## config.mk

```make
export PLATFORM = sky130hd
export DESIGN_NAME = ps2_key_cmd
export DESIGN_NICKNAME = d
export VERILOG_FILES = /design/src/rtl/ps2_key_cmd.sv
export SDC_FILE = /design/constraint.sdc
export NUM_CORES = 1
export LEC_CHECK = 0
export ABC_AREA = 0
export CAP_MARGIN = 20
export CORE_ASPECT_RATIO = 1.2
export CORE_UTILIZATION = 45
export CTS_CLUSTER_DIAMETER = 150
export DETAILED_ROUTE_END_ITERATION = 12
export GPL_TIMING_DRIVEN = 0
export HOLD_SLACK_MARGIN = 0.06
export MAX_ROUTING_LAYER = met4
export PLACE_DENSITY = 0.66
export SLEW_MARGIN = 20
export SYNTH_ARGS = -nofsm -noshare
export SYNTH_HDL_FRONTEND = slang
export SYNTH_SLANG_ARGS = --single-unit
```

## constraint.sdc

```tcl
create_clock -name clk -period 2.2 [get_ports clk]
set_input_delay 0.33 -clock clk [delete_from_list [all_inputs] [get_ports clk]]
set_output_delay 0.33 -clock clk [all_outputs]
set_load 0.05 [all_outputs]
```

## src/rtl/ps2_key_cmd.sv

```systemverilog
`default_nettype none
// ============================================================================
// Module   : ps2_key_cmd
// Brief    : PS/2 key events to registered game command pulses, with typematic
//            suppression, left/right/down auto-repeat and player swap routing.
// Revision : 1.0 - initial release
// ============================================================================
module ps2_key_cmd #(
    parameter int REPEAT_DELAY  = 25000000,
    parameter int REPEAT_PERIOD = 5000000,
    parameter int CNT_W         = 25
) (
    input  logic        clk,
    input  logic        rst,
    input  logic [10:0] key_event,
    input  logic        swap,
    output logic        p1_up,
    output logic        p1_down,
    output logic        p1_left,
    output logic        p1_right,
    output logic        p2_up,
    output logic        p2_down,
    output logic        p2_left,
    output logic        p2_right,
    output logic        boom1,
    output logic        boom2,
    output logic        pause,
    output logic        space,
    output logic        reset_req
);

    localparam logic [1:0]       c_S_IDLE   = 2'd0;
    localparam logic [1:0]       c_S_DELAY  = 2'd1;
    localparam logic [1:0]       c_S_REPEAT = 2'd2;
    localparam logic [CNT_W-1:0] c_DLY_LAST = CNT_W'(REPEAT_DELAY - 1);
    localparam logic [CNT_W-1:0] c_PER_LAST = CNT_W'(REPEAT_PERIOD - 1);
    localparam logic [CNT_W-1:0] c_ONE      = CNT_W'(1);

    // Key index: 0 W, 1 A, 2 S, 3 D, 4 P, 5 Space, 6 R, 7 boom1,
    //            8 up, 9 left, 10 down, 11 right, 12 boom2
    logic        w_ext;
    logic        w_brk;
    logic [12:0] w_hit;
    logic [12:0] w_make;
    logic [12:0] w_break;
    logic [12:0] w_pulse;
    logic [12:0] r_held;

    logic [1:0][2:0] w_gmk;
    logic [1:0][2:0] w_gbrk;
    logic [1:0][2:0] w_grep;

    assign w_ext = key_event[9];
    assign w_brk = key_event[8];

    always_comb begin
        w_hit = '0;
        if (key_event[10]) begin
            case (key_event[7:0])
                8'h1D:   w_hit[0]  = !w_ext;
                8'h1C:   w_hit[1]  = !w_ext;
                8'h1B:   w_hit[2]  = !w_ext;
                8'h23:   w_hit[3]  = !w_ext;
                8'h4D:   w_hit[4]  = !w_ext;
                8'h29:   w_hit[5]  = !w_ext;
                8'h2D:   w_hit[6]  = !w_ext;
                8'h16:   w_hit[7]  = !w_ext;
                8'h75:   w_hit[8]  = w_ext;
                8'h6B:   w_hit[9]  = w_ext;
                8'h72:   w_hit[10] = w_ext;
                8'h74:   w_hit[11] = w_ext;
                8'h69:   w_hit[12] = 1'b1;
                default: w_hit     = '0;
            endcase
        end
    end

    // A make is only accepted for a key not already held (typematic filter)
    assign w_make  = w_hit & ~r_held & {13{~w_brk}};
    assign w_break = w_hit & {13{w_brk}};

    always_ff @(posedge clk) begin
        if (rst) begin
            r_held <= '0;
        end else begin
            r_held <= (r_held | w_make) & ~w_break;
        end
    end

    // Repeatable keys per group, ordered {right, down, left}
    assign w_gmk[0]  = w_make[3:1];
    assign w_gmk[1]  = w_make[11:9];
    assign w_gbrk[0] = w_break[3:1];
    assign w_gbrk[1] = w_break[11:9];

    generate
        for (genvar g = 0; g < 2; g++) begin : g_grp
            logic [1:0]       r_state;
            logic [CNT_W-1:0] r_cnt;
            logic [2:0]       r_akey;
            logic             w_restart;
            logic             w_stop;
            logic             w_last;

            assign w_restart = (|w_gmk[g]) &&
                               ((r_state == c_S_IDLE) || (|(w_gmk[g] & ~r_akey)));
            assign w_stop    = (r_state != c_S_IDLE) && (|(w_gbrk[g] & r_akey));
            assign w_last    = ((r_state == c_S_DELAY)  && (r_cnt == c_DLY_LAST)) ||
                               ((r_state == c_S_REPEAT) && (r_cnt == c_PER_LAST));
            // A key change or release in the same cycle wins over a due repeat
            assign w_grep[g] = (w_last && !w_restart && !w_stop) ? r_akey : 3'b000;

            always_ff @(posedge clk) begin
                if (rst) begin
                    r_state <= c_S_IDLE;
                    r_cnt   <= '0;
                    r_akey  <= '0;
                end else if (w_restart) begin
                    r_state <= c_S_DELAY;
                    r_cnt   <= '0;
                    r_akey  <= w_gmk[g];
                end else if (w_stop) begin
                    r_state <= c_S_IDLE;
                    r_cnt   <= '0;
                end else begin
                    case (r_state)
                        c_S_DELAY: begin
                            if (r_cnt == c_DLY_LAST) begin
                                r_state <= c_S_REPEAT;
                                r_cnt   <= '0;
                            end else begin
                                r_cnt <= r_cnt + c_ONE;
                            end
                        end
                        c_S_REPEAT: begin
                            if (r_cnt == c_PER_LAST) begin
                                r_cnt <= '0;
                            end else begin
                                r_cnt <= r_cnt + c_ONE;
                            end
                        end
                        default: begin
                            r_state <= c_S_IDLE;
                            r_cnt   <= '0;
                        end
                    endcase
                end
            end
        end
    endgenerate

    assign w_pulse = w_make | {1'b0, w_grep[1], 5'b00000, w_grep[0], 1'b0};

    // swap=0: WASD -> player 1, arrows -> player 2; swap=1 reverses it
    always_ff @(posedge clk) begin
        if (rst) begin
            p1_up     <= 1'b0;
            p1_down   <= 1'b0;
            p1_left   <= 1'b0;
            p1_right  <= 1'b0;
            p2_up     <= 1'b0;
            p2_down   <= 1'b0;
            p2_left   <= 1'b0;
            p2_right  <= 1'b0;
            boom1     <= 1'b0;
            boom2     <= 1'b0;
            pause     <= 1'b0;
            space     <= 1'b0;
            reset_req <= 1'b0;
        end else begin
            p1_up     <= swap ? w_pulse[8]  : w_pulse[0];
            p1_left   <= swap ? w_pulse[9]  : w_pulse[1];
            p1_down   <= swap ? w_pulse[10] : w_pulse[2];
            p1_right  <= swap ? w_pulse[11] : w_pulse[3];
            p2_up     <= swap ? w_pulse[0]  : w_pulse[8];
            p2_left   <= swap ? w_pulse[1]  : w_pulse[9];
            p2_down   <= swap ? w_pulse[2]  : w_pulse[10];
            p2_right  <= swap ? w_pulse[3]  : w_pulse[11];
            boom1     <= w_pulse[7];
            boom2     <= w_pulse[12];
            pause     <= w_pulse[4];
            space     <= w_pulse[5];
            reset_req <= w_pulse[6];
        end
    end

endmodule
`default_nettype wire

```

* Word level (Yosys, flattened, before mapping)
Index checks and enable logic that the tools add are counted.
** Operators by class
- Multiplexer cells :: 38
- Bitwise operators :: 17
- $add $sub $neg :: 2
- Reductions and logical operators :: 37
- Eq/ne operators :: 27
** Operators with widths (count)
- $mux W25 :: 4
- $pmux W25 S2 :: 2
- $and A13 B13 Y13 :: 4
- $add A25 B1 Y25 const B :: 2
- $eq A25 B23 Y1 const B :: 2
- $eq A25 B25 Y1 const B :: 2
- $eq A8 B7 Y1 const B :: 6
- $eq A8 B5 Y1 const B :: 4
- $not A13 Y13 :: 2
- $mux W1 :: 25
- $eq A8 B6 Y1 const B :: 3
- $reduce_or A3 Y1 :: 8
- $mux W13 :: 1
- $or A13 B12 Y13 :: 1
- $or A13 B13 Y13 :: 1
- $and A3 B3 Y3 :: 4
- $logic_and A1 B1 Y1 :: 12
- $ne A4 B3 Y1 const B :: 2
- $pmux W2 S2 :: 2
- $reduce_and A2 Y1 :: 4
- $mux W3 :: 2
- $ne A3 B3 Y1 const B :: 2
- $not A3 Y3 :: 2
- $logic_not A1 Y1 :: 5
- other kinds (8) :: 19
** Storage, ports and cells
- Input port bits :: 14
- Output and inout port bits :: 13
- Register bits after elaboration :: 86
- Word-level logic and storage cells :: 143

* Longest topological paths before layout
Gate-level depths: netlist of the first run.
- Word-level depth :: 15
- Gate-level depth with buffers :: 11
- Depth with buffers taken out :: 8

* Worst setup path before layout of the first run
Ideal clock, no wire load.
- Path type :: register to register
- From :: reg g_grp[0].r_state[0]
- To :: reg g_grp[0].r_cnt[15]
- Path buffers :: 3
- Setup time :: 0.064 ns
- Data arrival time :: 2.250 ns
- Required time :: 2.136 ns
- Cell stages (with the launch flop) :: 12
- Path slack :: -0.114 ns
- Cell sequence :: dfxtp_1 > inv_1 > ha_1 > inv_1 > a211o_1 > o211ai_1 > or4b_1 > buf_2 > or3b_1 > buf_4 > buf_4 > nor2_1
** Between the ends
- Longest elaborated chain between the ends :: 4
- Elaborated cells on any way between the ends :: 9
** RTL lines
- from (decl) :: line 98 : logic [1:0] r_state;
- from (signal assigned) :: line 115 : r_state <= c_S_IDLE;
- from (signal assigned) :: line 119 : r_state <= c_S_DELAY;
- from (signal assigned) :: line 123 : r_state <= c_S_IDLE;
- $logic_not A2 Y1 :: line 106 : ((r_state == c_S_IDLE) || (|(w_gmk[g] & ~r_akey)));
- $logic_or A1 B1 Y1 :: line 106
- $logic_and A1 B1 Y1 :: line 105 : assign w_restart = (|w_gmk[g]) &&
- $reduce_or A3 Y1 (no line)
- to (signal assigned) :: line 132 : r_cnt <= r_cnt + c_ONE;
- to (signal assigned) :: line 139 : r_cnt <= r_cnt + c_ONE;
- to (decl) :: line 99 : logic [CNT_W-1:0] r_cnt;
Parallel ways exist; a longest one is shown, timed or not.
A chain may end at the register's enable or synchronous reset.

* Worst setup path in the final report of the first run
- From :: reg g_grp[0].r_state[0]
- To :: reg g_grp[0].r_cnt[11]
Same word-level chain as after synthesis.

==> summary.md, run 1 <==
| Metric | Value |
|---|---|
| Total Power | `0.002947 W` |
| Number of port buffers | `24` |
| Largest area contributor in the netlist | `dfxtp_1` |
| Netlist cell types | `62` |
| ANT nets after route | `0` |
| # IOs | `27` |
| Reg2Reg Depth | `9` |
| Reg2reg end | `g_grp[0].r_cnt[11]` |
| Violated checks | `setup timing` |
| Worst hold start | `key_event[3]` |
| Synth area leaders | `dfxtp_1 40%, nor2_1 8.3%, xor2_1 5.7%` |
| Pleak | `1.733 nW` |
| Final worst path period share | `102.0%` |
| CTS Buf Count | `9` |
| RSZ-0062 raised after global routing | `yes` |
| CTS Sinks | `86` |
| Initial antenna violation count | `0` |
| Mean Syn Cell Area | `8.400 um^2` |
| Crit path cell chain | `inv_2, ha_4, inv_2, a211o_1, o211ai_1, or4b_4, or3b_4, clkbuf_16, nor2_1` |
| Worst hold path type | `in2reg` |
| TritonCTS clock tree | `yes` |
| Xor/xnor share of the synthesized area | `9.423%` |
| Post-synth top cells | `95 x nor2_1, 86 x dfxtp_1, 39 x nand2_1` |
| R2r setup slk | `-40 ps` |
| CP max-delay cell | `or4b_4` |
| Worst path max stage delay | `560 ps` |
| Max Cap Viol | `0` |
| Vias per std cell | `5.652` |
| Antenna diodes | `0` |
| Worst setup EP type | `register` |
| Mapped Cells | `509` |
| Fraction of layout cells with a size suffix above 1 | `18.98%` |
| Largest delay share family, worst path | `simple AND/OR/NAND/NOR gates` |
| Status | `finished, violations left` |
| Vias in the first global route | `3787` |
| Floorplan row count | `38` |
| GRT Residual Overflow | `0` |
| Placed cell areas | `4746 um^2` |
| Final nets | `586` |
| DRT Pass-1 Iters | `4` |
| Die Wd | `90.98 um` |
| Netlist area before placement | `4275 um^2` |
| Area share of the largest cell type after synthesis | `40.27%` |
| Die Span Y | `108.8 um` |
| DR DRC count | `0` |
| Most common cell on crit path | `inv_2` |
| Core Footprint | `9129 um^2` |
| Hold depth | `3` |
| Final Routed Wirelength | `10.37 mm` |
| Hold path endpoint | `reset_req` |
| Multi-input logic area | `2690 um^2` |
| Layout Skew | `10.33 ps` |
| Worst EP arrival | `2550 ps` |
| Post-synthesis sequential area ratio | `40.27%` |
| Clk slew on worst S/H paths | `90 ps` |
| Crit path time final | `2245 ps` |
| Syn nets | `531` |
| Seq cells post-synth | `86` |
| Synth Warn # | `0` |
| Hold_buf cts | `0` |
| Filler cell count | `854` |
| Slew Limit Headroom | `56.61%` |
| Reg-to-Reg Start | `g_grp[0].r_state[0]` |
| Hpwl dp | `7.192 mm` |
| EDFF count, synth | `0` |
| Worst vdd ir | `0.0002758 V` |
| Largest net degree at the start of global routing | `15` |
| Worst-Skew Late Latency | `360 ps` |
| Fraction of registers with async set/reset | `0%` |
| GRT Resource Usage Total | `22.21%` |
| Cell area power density | `544.2 nW/um^2` |
| Design area | `5415 um^2` |
| Multiplexer share of the synthesized area | `1.668%` |
| Max Fclk | `445.4 MHz` |
| Synth Area in Adders | `2.341%` |
| CP startpoint kind | `register` |
| Maximum clock path buffer count | `2` |
| Setup violations, final | `22` |
| Area Growth Syn to Fin | `26.66%` |
| Via Count | `3894` |
| Worst Slack Setup Final | `-44.93 ps` |
| Initial Util | `46.83%` |
| DRT iter0 DRCs | `193` |
| Fraction of the mapped netlist area in simple logic gates | `33.71%` |
| Min Hold Slack | `328.1 ps` |
| Die area | `9896 um^2` |
| Synth Area in Compound Gates | `8.897%` |
| Final Util | `59.32%` |
| Most common cell in the netlist | `nor2_1` |
| Slew Viols, Final | `0` |
| Register area | `1725 um^2` |
| H-Tree Depth | `3` |
| Worst Path Required | `2500 ps` |
| Combinational family with the most area after synthesis | `simple AND/OR/NAND/NOR gates` |
| Worst Tran Pin Value | `644.9 ps` |
| CP Buf/Inv Count | `3` |
| Top FF cell, synth | `dfxtp_1` |
| Final Wtd Congestion | `0.8865` |
| Worst Path Max Fanout | `7` |
| Crit Path Category | `reg2reg` |
| First-pass GRT wire length | `17.01 mm` |
| CTS root buffer | `clkbuf_8` |
| Wire per inst | `15.06 um` |
| Fin. Hold Viols | `0` |
==> worst register-to-register path, stage by stage, from the launching register on <==
cell and delay, ps:
dfxtp_2 350, inv_2 50, ha_4 170, inv_2 40, a211o_1 120, o211ai_1 120, or4b_4 560, or3b_4 510
clkbuf_16 190, nor2_1 80
==> kinds of logic (layout without fill, tap and decap cells) <==
group,after synthesis,in the layout
flip-flops,86,86
buffers and inverters,36,96
multiplexers,7,7
XOR/XNOR,46,46
adder cells (fa/ha/maj),8,8
AO/OA/AOI/OAI,54,54
AND/OR/NAND/NOR,272,272
==> placed cells by master, fill, tap and decap left out, types with 6 or more instances in the layout <==
cell,instances
xnor2_1,18
nand4_1,19
nor2_1,85
mux2i_1,6
clkbuf_8,11
nand2_1,39
a21oi_1,12
dfxtp_1,83
clkbuf_1,8
nand3_1,26
clkdlybuf4s50_1,14
xor2_1,28
inv_1,13
buf_4,18
or3_1,6
and4_1,6
nor2_4,8
nor3_1,18
==> where the power goes <==
part / internal [W] / switching [W]
sequential: 0.00156 / 0.000000312
combinational: 0.0000570 / 0.0000858
clock: 0.000673 / 0.000576
total: 0.00229 / 0.000662
==> routing by layer <==
metal | part of all wire, % | wire [um] | vias to the layer above | track usage, %
met5 | 0 | 0 | - | -
met4 | 4.0 | 418 | 0 | 16.44
met3 | 3.6 | 371 | 34 | 3.347
met2 | 51 | 5300 | 89 | 38.53
met1 | 41 | 4283 | 1841 | 23.07
li1 | - | - | 1930 | -
==> area by class of cell <==
cell class                      instances  area share, %
Buffer                                 16          2.357
Clock buffer                           11          2.611
Clock inverter                          5          1.502
Inverter                               18          1.248
Multi-Input combinational cell        387          49.68
Sequential cell                        86          31.86
Tap cell                              120          2.773
Timing Repair Buffer                   46          7.971
==> metrics by stage <==
| step | setup TNS (ps) | setup slack [ps] | std cells |
|---|---|---|---|
| after floorplan | -758.4 | -38.05 | 509 |
| after global placement | -58550 | -1017 | 653 |
| after detailed placement | -59130 | -1016 | 653 |
| after CTS | -3258 | -153.7 | 684 |
| after global routing | -2496 | -113.1 | 689 |
| final | -487.7 | -44.93 | 689 |
==> what timing repair did <==
action                     CTS  global route
cloned                       1             3
setup endpoints to repair   66            56
setup buffers               14             4
pin swaps                   22            10
resized for setup           50            44
==> how the worst max path moves through the flow <==
stage | from | endpoint | cells past startpoint
2_1_floorplan | key_event[3] | g_grp[0].r_cnt[15] | 10
3_3_place_gp | key_event[10] | g_grp[0].r_cnt[0] | 10
3_5_place_dp | key_event[10] | g_grp[0].r_cnt[18] | 10
4_1_cts | g_grp[0].r_state[1] | g_grp[0].r_cnt[14] | 11
5_1_grt | g_grp[0].r_state[0] | g_grp[0].r_cnt[7] | 9
6_report | g_grp[0].r_state[0] | g_grp[0].r_cnt[11] | 9
Note: power is estimated with default switching activity, not from simulation.
==> run 2, diff against run 1 <==
--- a/config.mk
+++ b/config.mk
@@ -11,7 +11,6 @@
 export CORE_UTILIZATION = 45
 export CTS_CLUSTER_DIAMETER = 150
 export DETAILED_ROUTE_END_ITERATION = 12
-export GPL_TIMING_DRIVEN = 0
 export HOLD_SLACK_MARGIN = 0.06
 export MAX_ROUTING_LAYER = met4
 export PLACE_DENSITY = 0.66
==> summary.md, run 2 (same netlist as run 1, synthesis figures left out) <==
| Metric | Value |
|---|---|
| Worst Path Required | `2500 ps` |
| Clk slew on worst S/H paths | `90 ps` |
| Reg2Reg Depth | `9` |
| Vias in the first global route | `3967` |
| Initial Util | `46.83%` |
| Worst EP arrival | `2580 ps` |
| ANT nets after route | `0` |
| Final Wtd Congestion | `0.9353` |
| CP startpoint kind | `register` |
| DRT Pass-1 Iters | `5` |
| Reg-to-Reg Start | `g_grp[0].r_state[0]` |
| Final Util | `63.76%` |
| Core Footprint | `9129 um^2` |
| Largest net degree at the start of global routing | `28` |
| Pleak | `2.062 nW` |
| GRT Residual Overflow | `0` |
| Worst setup EP type | `register` |
| RSZ-0062 raised after global routing | `yes` |
| Violated checks | `setup timing` |
| Min Hold Slack | `373.1 ps` |
| Worst Path Max Fanout | `7` |
| Most common cell on crit path | `inv_2` |
| Most frequent cells in the layout | `89 x buf_4, 82 x dfxtp_1, 80 x nor2_1, 39 x nand2_1, 28 x xor2_1` |
| Crit path cell chain | `inv_2, ha_4, inv_2, a211o_1, o211ai_1, or4b_4, or3b_4, buf_12, nor2_4` |
| Antenna diodes | `0` |
| CTS Sinks | `86` |
| # IOs | `27` |
| Final Routed Wirelength | `10.99 mm` |
| Final worst path period share | `103.5%` |
| Hold depth | `3` |
| Slew Viols, Final | `0` |
| Area Growth Syn to Fin | `36.14%` |
| First-pass GRT wire length | `18.04 mm` |
| DR DRC count | `0` |
| CTS root buffer | `clkbuf_8` |
| Worst hold path type | `in2reg` |
| Worst Slack Setup Final | `-77.70 ps` |
| Worst-Skew Late Latency | `360 ps` |
| Max Cap Viol | `0` |
| CP Buf/Inv Count | `3` |
| Worst vdd ir | `0.0003008 V` |
| Layout Skew | `9.477 ps` |
| Via Count | `4098` |
| Wire per inst | `14.70 um` |
| Final nets | `645` |
| R2r setup slk | `-80 ps` |
| GRT Resource Usage Total | `23.45%` |
| Floorplan row count | `38` |
| Critical path depth in cells | `9` |
| CTS Buf Count | `9` |
| TritonCTS clock tree | `yes` |
| Reg2reg end | `g_grp[0].r_cnt[21]` |
| DRT iter0 DRCs | `165` |
| Fin. Hold Viols | `0` |
| Slew Limit Headroom | `66.28%` |
| Die Wd | `90.98 um` |
| Cell area power density | `508.0 nW/um^2` |
| Max Fclk | `439.0 MHz` |
| Largest delay share family, worst path | `simple AND/OR/NAND/NOR gates` |
| Status | `finished, violations left` |
| Crit path time final | `2278 ps` |
| Vias per std cell | `5.479` |
| Worst Tran Pin Value | `504.3 ps` |
| H-Tree Depth | `3` |
| Total Power | `0.002957 W` |
| Maximum clock path buffer count | `2` |
| Fraction of layout cells with a size suffix above 1 | `26.27%` |
| Initial antenna violation count | `0` |
| Crit Path Category | `reg2reg` |
| Commonest non-fill, non-tap cell in the layout | `buf_4` |
| Hpwl dp | `7.695 mm` |
| Worst hold start | `key_event[8]` |
| Die Span Y | `108.8 um` |
| Number of port buffers | `26` |
| Worst path max stage delay | `590 ps` |
| CP max-delay cell | `or4b_4` |
| Die area | `9896 um^2` |
| Setup violations, final | `25` |
run 2: cell count changes in the layout (fill, tap and decap cells not counted), moves of 3 or more:
| cell | change |
|---|---|
| buf_4 | +71 |
| nor2_2 | +8 |
| clkbuf_1 | -7 |
| dlygate4sd2_1 | +5 |
| nor2_1 | -5 |
| buf_6 | -3 |
| buf_8 | -3 |
| nor2_4 | -3 |
run 2: timing repair:
item / CTS / global route
gates resized for setup: 31 / 30
endpoints found under the hold margin: 0 / 0
endpoints found under the setup margin: 61 / 54
cloned: 2 / 0
hold buffers: 0 / 0
setup buffers: 7 / 4
pin swaps: 11 / 9
run 2: how the worst max path moves through the flow:
stage / startpoint / end
floorplan: key_event[3] / g_grp[0].r_cnt[15]
detailed placement: key_event[3] / g_grp[1].r_cnt[17]
global route: g_grp[0].r_state[0] / g_grp[0].r_cnt[15]
CTS: g_grp[0].r_state[0] / g_grp[0].r_cnt[21]
global placement: key_event[3] / g_grp[1].r_cnt[2]
finish: g_grp[0].r_state[0] / g_grp[0].r_cnt[21]
run 2: metrics by stage:
step	worst slack (ps)	instances	setup TNS (ps)	instance area, um^2
after floorplan	-38.05	509	-758.4	4355
after global placement	-661.1	720	-38570	5304
after detailed placement	-693.2	720	-40240	5304
after CTS	-11.83	744	-42.71	5692
after global routing	-187.9	748	-4137	5821
final	-77.70	748	-1437	5821
run 2: worst register-to-register path, cell delays in order, from the launching register on:
cell      delay [ps]
dfxtp_2          340
inv_2             50
ha_4             170
inv_2             40
a211o_1          140
o211ai_1         150
or4b_4           590
or3b_4           470
buf_12           170
nor2_4           100
run 2: layout make-up:
cell class	instances	area [um^2]
fillers	796	3308
repair buffers	121	1028
clock buffers	11	141.4
clock inverters	5	82.58
well taps	120	150.1
multi-input cells	387	2624
flip-flops and latches	86	1727
inverters	18	67.56
run 2: power by group:
group	leakage (nW)	switching (W)	total (W)	internal, W
logic	1.27	0.0000899	0.000176	0.0000856
clock network	0.102	0.000556	0.00123	0.000670
registers	0.694	0.000000307	0.00156	0.00156
total	2.06	0.000646	0.00296	0.00231
run 2: routing by layer:
| metal | share of wire, % | vias up | GRT usage, % |
|---|---|---|---|
| li1 | - | 2036 | - |
| met1 | 41 | 1925 | 24.71 |
| met2 | 51 | 97 | 41.99 |
| met3 | 3.7 | 40 | 5.021 |
| met4 | 3.5 | 0 | 11.22 |
| met5 | 0 | - | - |
==> run 3, diff against run 2 <==
--- a/config.mk
+++ b/config.mk
@@ -14,6 +14,7 @@
 export HOLD_SLACK_MARGIN = 0.06
 export MAX_ROUTING_LAYER = met4
 export PLACE_DENSITY = 0.66
+export REMOVE_ABC_BUFFERS = 1
 export SLEW_MARGIN = 20
 export SYNTH_ARGS = -nofsm -noshare
 export SYNTH_HDL_FRONTEND = slang
==> summary.md, run 3 (same netlist as run 1, synthesis figures left out) <==
| Metric | Value |
|---|---|
| Clk slew on worst S/H paths | `90 ps` |
| DR DRC count | `0` |
| CTS root buffer | `clkbuf_8` |
| Initial antenna violation count | `0` |
| Fin. Hold Viols | `0` |
| Final Routed Wirelength | `11.00 mm` |
| Hold_buf cts | `0` |
| Crit path cell chain | `clkdlybuf4s15_1, buf_6, nor3b_4, a32oi_2, o41ai_4, or4b_4, or3b_4, buf_12, nor2_2` |
| Fraction of layout cells with a size suffix above 1 | `27.14%` |
| Worst Path Required | `2500 ps` |
| Min Hold Slack | `427.2 ps` |
| Worst EP arrival | `2540 ps` |
| Worst slack, placed | `-718.1 ps` |
| Final Wtd Congestion | `0.9022` |
| CTS Sinks | `86` |
| Wire per inst | `14.66 um` |
| CP Buf/Inv Count | `3` |
| Crit path time final | `2238 ps` |
| Final nets | `647` |
| H-Tree Depth | `3` |
| R2r setup slk | `-40 ps` |
| Reg2Reg Depth | `10` |
| Maximum clock path buffer count | `2` |
| Core Footprint | `9129 um^2` |
| Largest net degree at the start of global routing | `26` |
| Hold path endpoint | `boom2` |
| Floorplan row count | `38` |
| ANT nets after route | `0` |
| Worst vdd ir | `0.0003058 V` |
| Global routing's busiest layer | `met2` |
| Worst Path Max Fanout | `7` |
| CP startpoint kind | `primary input` |
| Area Growth Syn to Fin | `38.84%` |
| Largest delay share family, worst path | `simple AND/OR/NAND/NOR gates` |
| Vias in the first global route | `3906` |
| Violated checks | `setup timing` |
| Worst-Skew Late Latency | `360 ps` |
| Setup violations, final | `20` |
| Die area | `9896 um^2` |
| DRT Pass-1 Iters | `4` |
| Final Util | `65.02%` |
| Hold depth | `1` |
| GRT Resource Usage Total | `23.28%` |
| Reg2reg end | `g_grp[0].r_cnt[14]` |
| Met1 usage | `26.28%` |
| Worst path max stage delay | `530 ps` |
| Worst hold path type | `reg2reg` |
| Cell area power density | `476.7 nW/um^2` |
| GRT Residual Overflow | `0` |
| Worst Tran Pin Value | `561.8 ps` |
| Slew Limit Headroom | `62.04%` |
| Worst setup EP type | `register` |
| Hpwl dp | `7.707 mm` |
| # IOs | `27` |
| Layout Skew | `10.33 ps` |
| Antenna diodes | `0` |
| Die Span Y | `108.8 um` |
| First-pass GRT wire length | `17.97 mm` |
| Global-route track usage on met2 | `41.72%` |
| Die Wd | `90.98 um` |
| Slew Viols, Final | `0` |
| DRT iter0 DRCs | `156` |
| Commonest non-fill, non-tap cell in the layout | `buf_4` |
| Pleak | `2.127 nW` |
| Status | `finished, violations left` |
| Grt met3 use | `4.045%` |
| Reg-to-Reg Start | `g_grp[0].r_state[1]` |
| Most frequent cells in the layout | `84 x buf_4, 82 x dfxtp_1, 77 x nor2_1, 39 x nand2_1, 28 x xor2_1` |
| Crit Path Category | `in2reg` |
| Vias per std cell | `5.388` |
| TritonCTS clock tree | `yes` |
| Initial Util | `46.83%` |
| CP max-delay cell | `or4b_4` |
| Max Cap Viol | `0` |
| Number of port buffers | `26` |
| CTS Buf Count | `9` |
| Worst Slack Setup Final | `-38.36 ps` |
| RSZ-0062 raised after global routing | `yes` |
| Via Count | `4041` |
| Final worst path period share | `101.7%` |
| Max Fclk | `446.8 MHz` |
[run 3: worst max-delay path by stage]
| stage | cells after the start | from | endpoint | slack, ps |
|---|---|---|---|---|
| 2_1_floorplan | 6 | key_event[8] | g_grp[0].r_cnt[10] | -230 |
| 3_3_place_gp | 8 | key_event[3] | g_grp[0].r_cnt[3] | -650 |
| 3_5_place_dp | 7 | key_event[8] | p1_down | -720 |
| 4_1_cts | 9 | g_grp[1].r_state[0] | g_grp[1].r_cnt[16] | 8 |
| 5_1_grt | 10 | g_grp[0].r_state[1] | g_grp[0].r_cnt[20] | -110 |
| 6_report | 9 | key_event[5] | g_grp[0].r_cnt[14] | -40 |
[run 3: through the flow]
| step | TNS (ps) | instances | power, W | area (um^2) |
|---|---|---|---|---|
| 3_5_place_dp | -41450 | 715 | 0.001749 | 5194 |
| 6_report | -294.8 | 750 | 0.002830 | 5936 |
| 4_1_cts | 0 | 738 | 0.002855 | 5664 |
| 5_1_grt | -2171 | 750 | 0.002938 | 5936 |
| 3_3_place_gp | -40040 | 715 | 0.001749 | 5194 |
| 2_1_floorplan | -5885 | 491 | 0.001634 | 4185 |
[run 3: area by class of cell]
class / instances / area (um^2)
clock buffer: 14 / 182.7
inverter: 18 / 67.56
sequential: 86 / 1727
fill: 746 / 3193
tap: 120 / 150.1
multi-input combinational: 387 / 2703
timing repair buffer: 123 / 1092
clock inverter: 2 / 13.76
[run 3: where the power goes]
group	switching, W	internal, W	leakage, nW
combinational	0.0000929	0.0000943	1.33
clock	0.000552	0.000536	0.103
sequential	0.000000305	0.00156	0.694
total	0.000645	0.00218	2.13
[run 3: worst register-to-register path, cell delays in order, from the launching register on]
cell and delay, ps:
dfxtp_2 340, inv_2 80, ha_4 140, buf_6 100, nor2b_4 40, nand4_1 110, o41ai_4 100, or4b_4 530
or3b_4 470, buf_12 190, nor2_2 100
[run 3: routing by layer]
layer	vias up	share of wire, %
li1	2049	-
met1	1907	44
met2	68	51
met3	17	2.9
met4	0	1.7
met5	-	0
[run 3: timing repair]
item                       4_1_cts  5_1_grt
gates resized for setup         55       43
cloned                           1        1
setup endpoints to repair       64       56
pin swaps                       10       27
setup buffers                    6       11
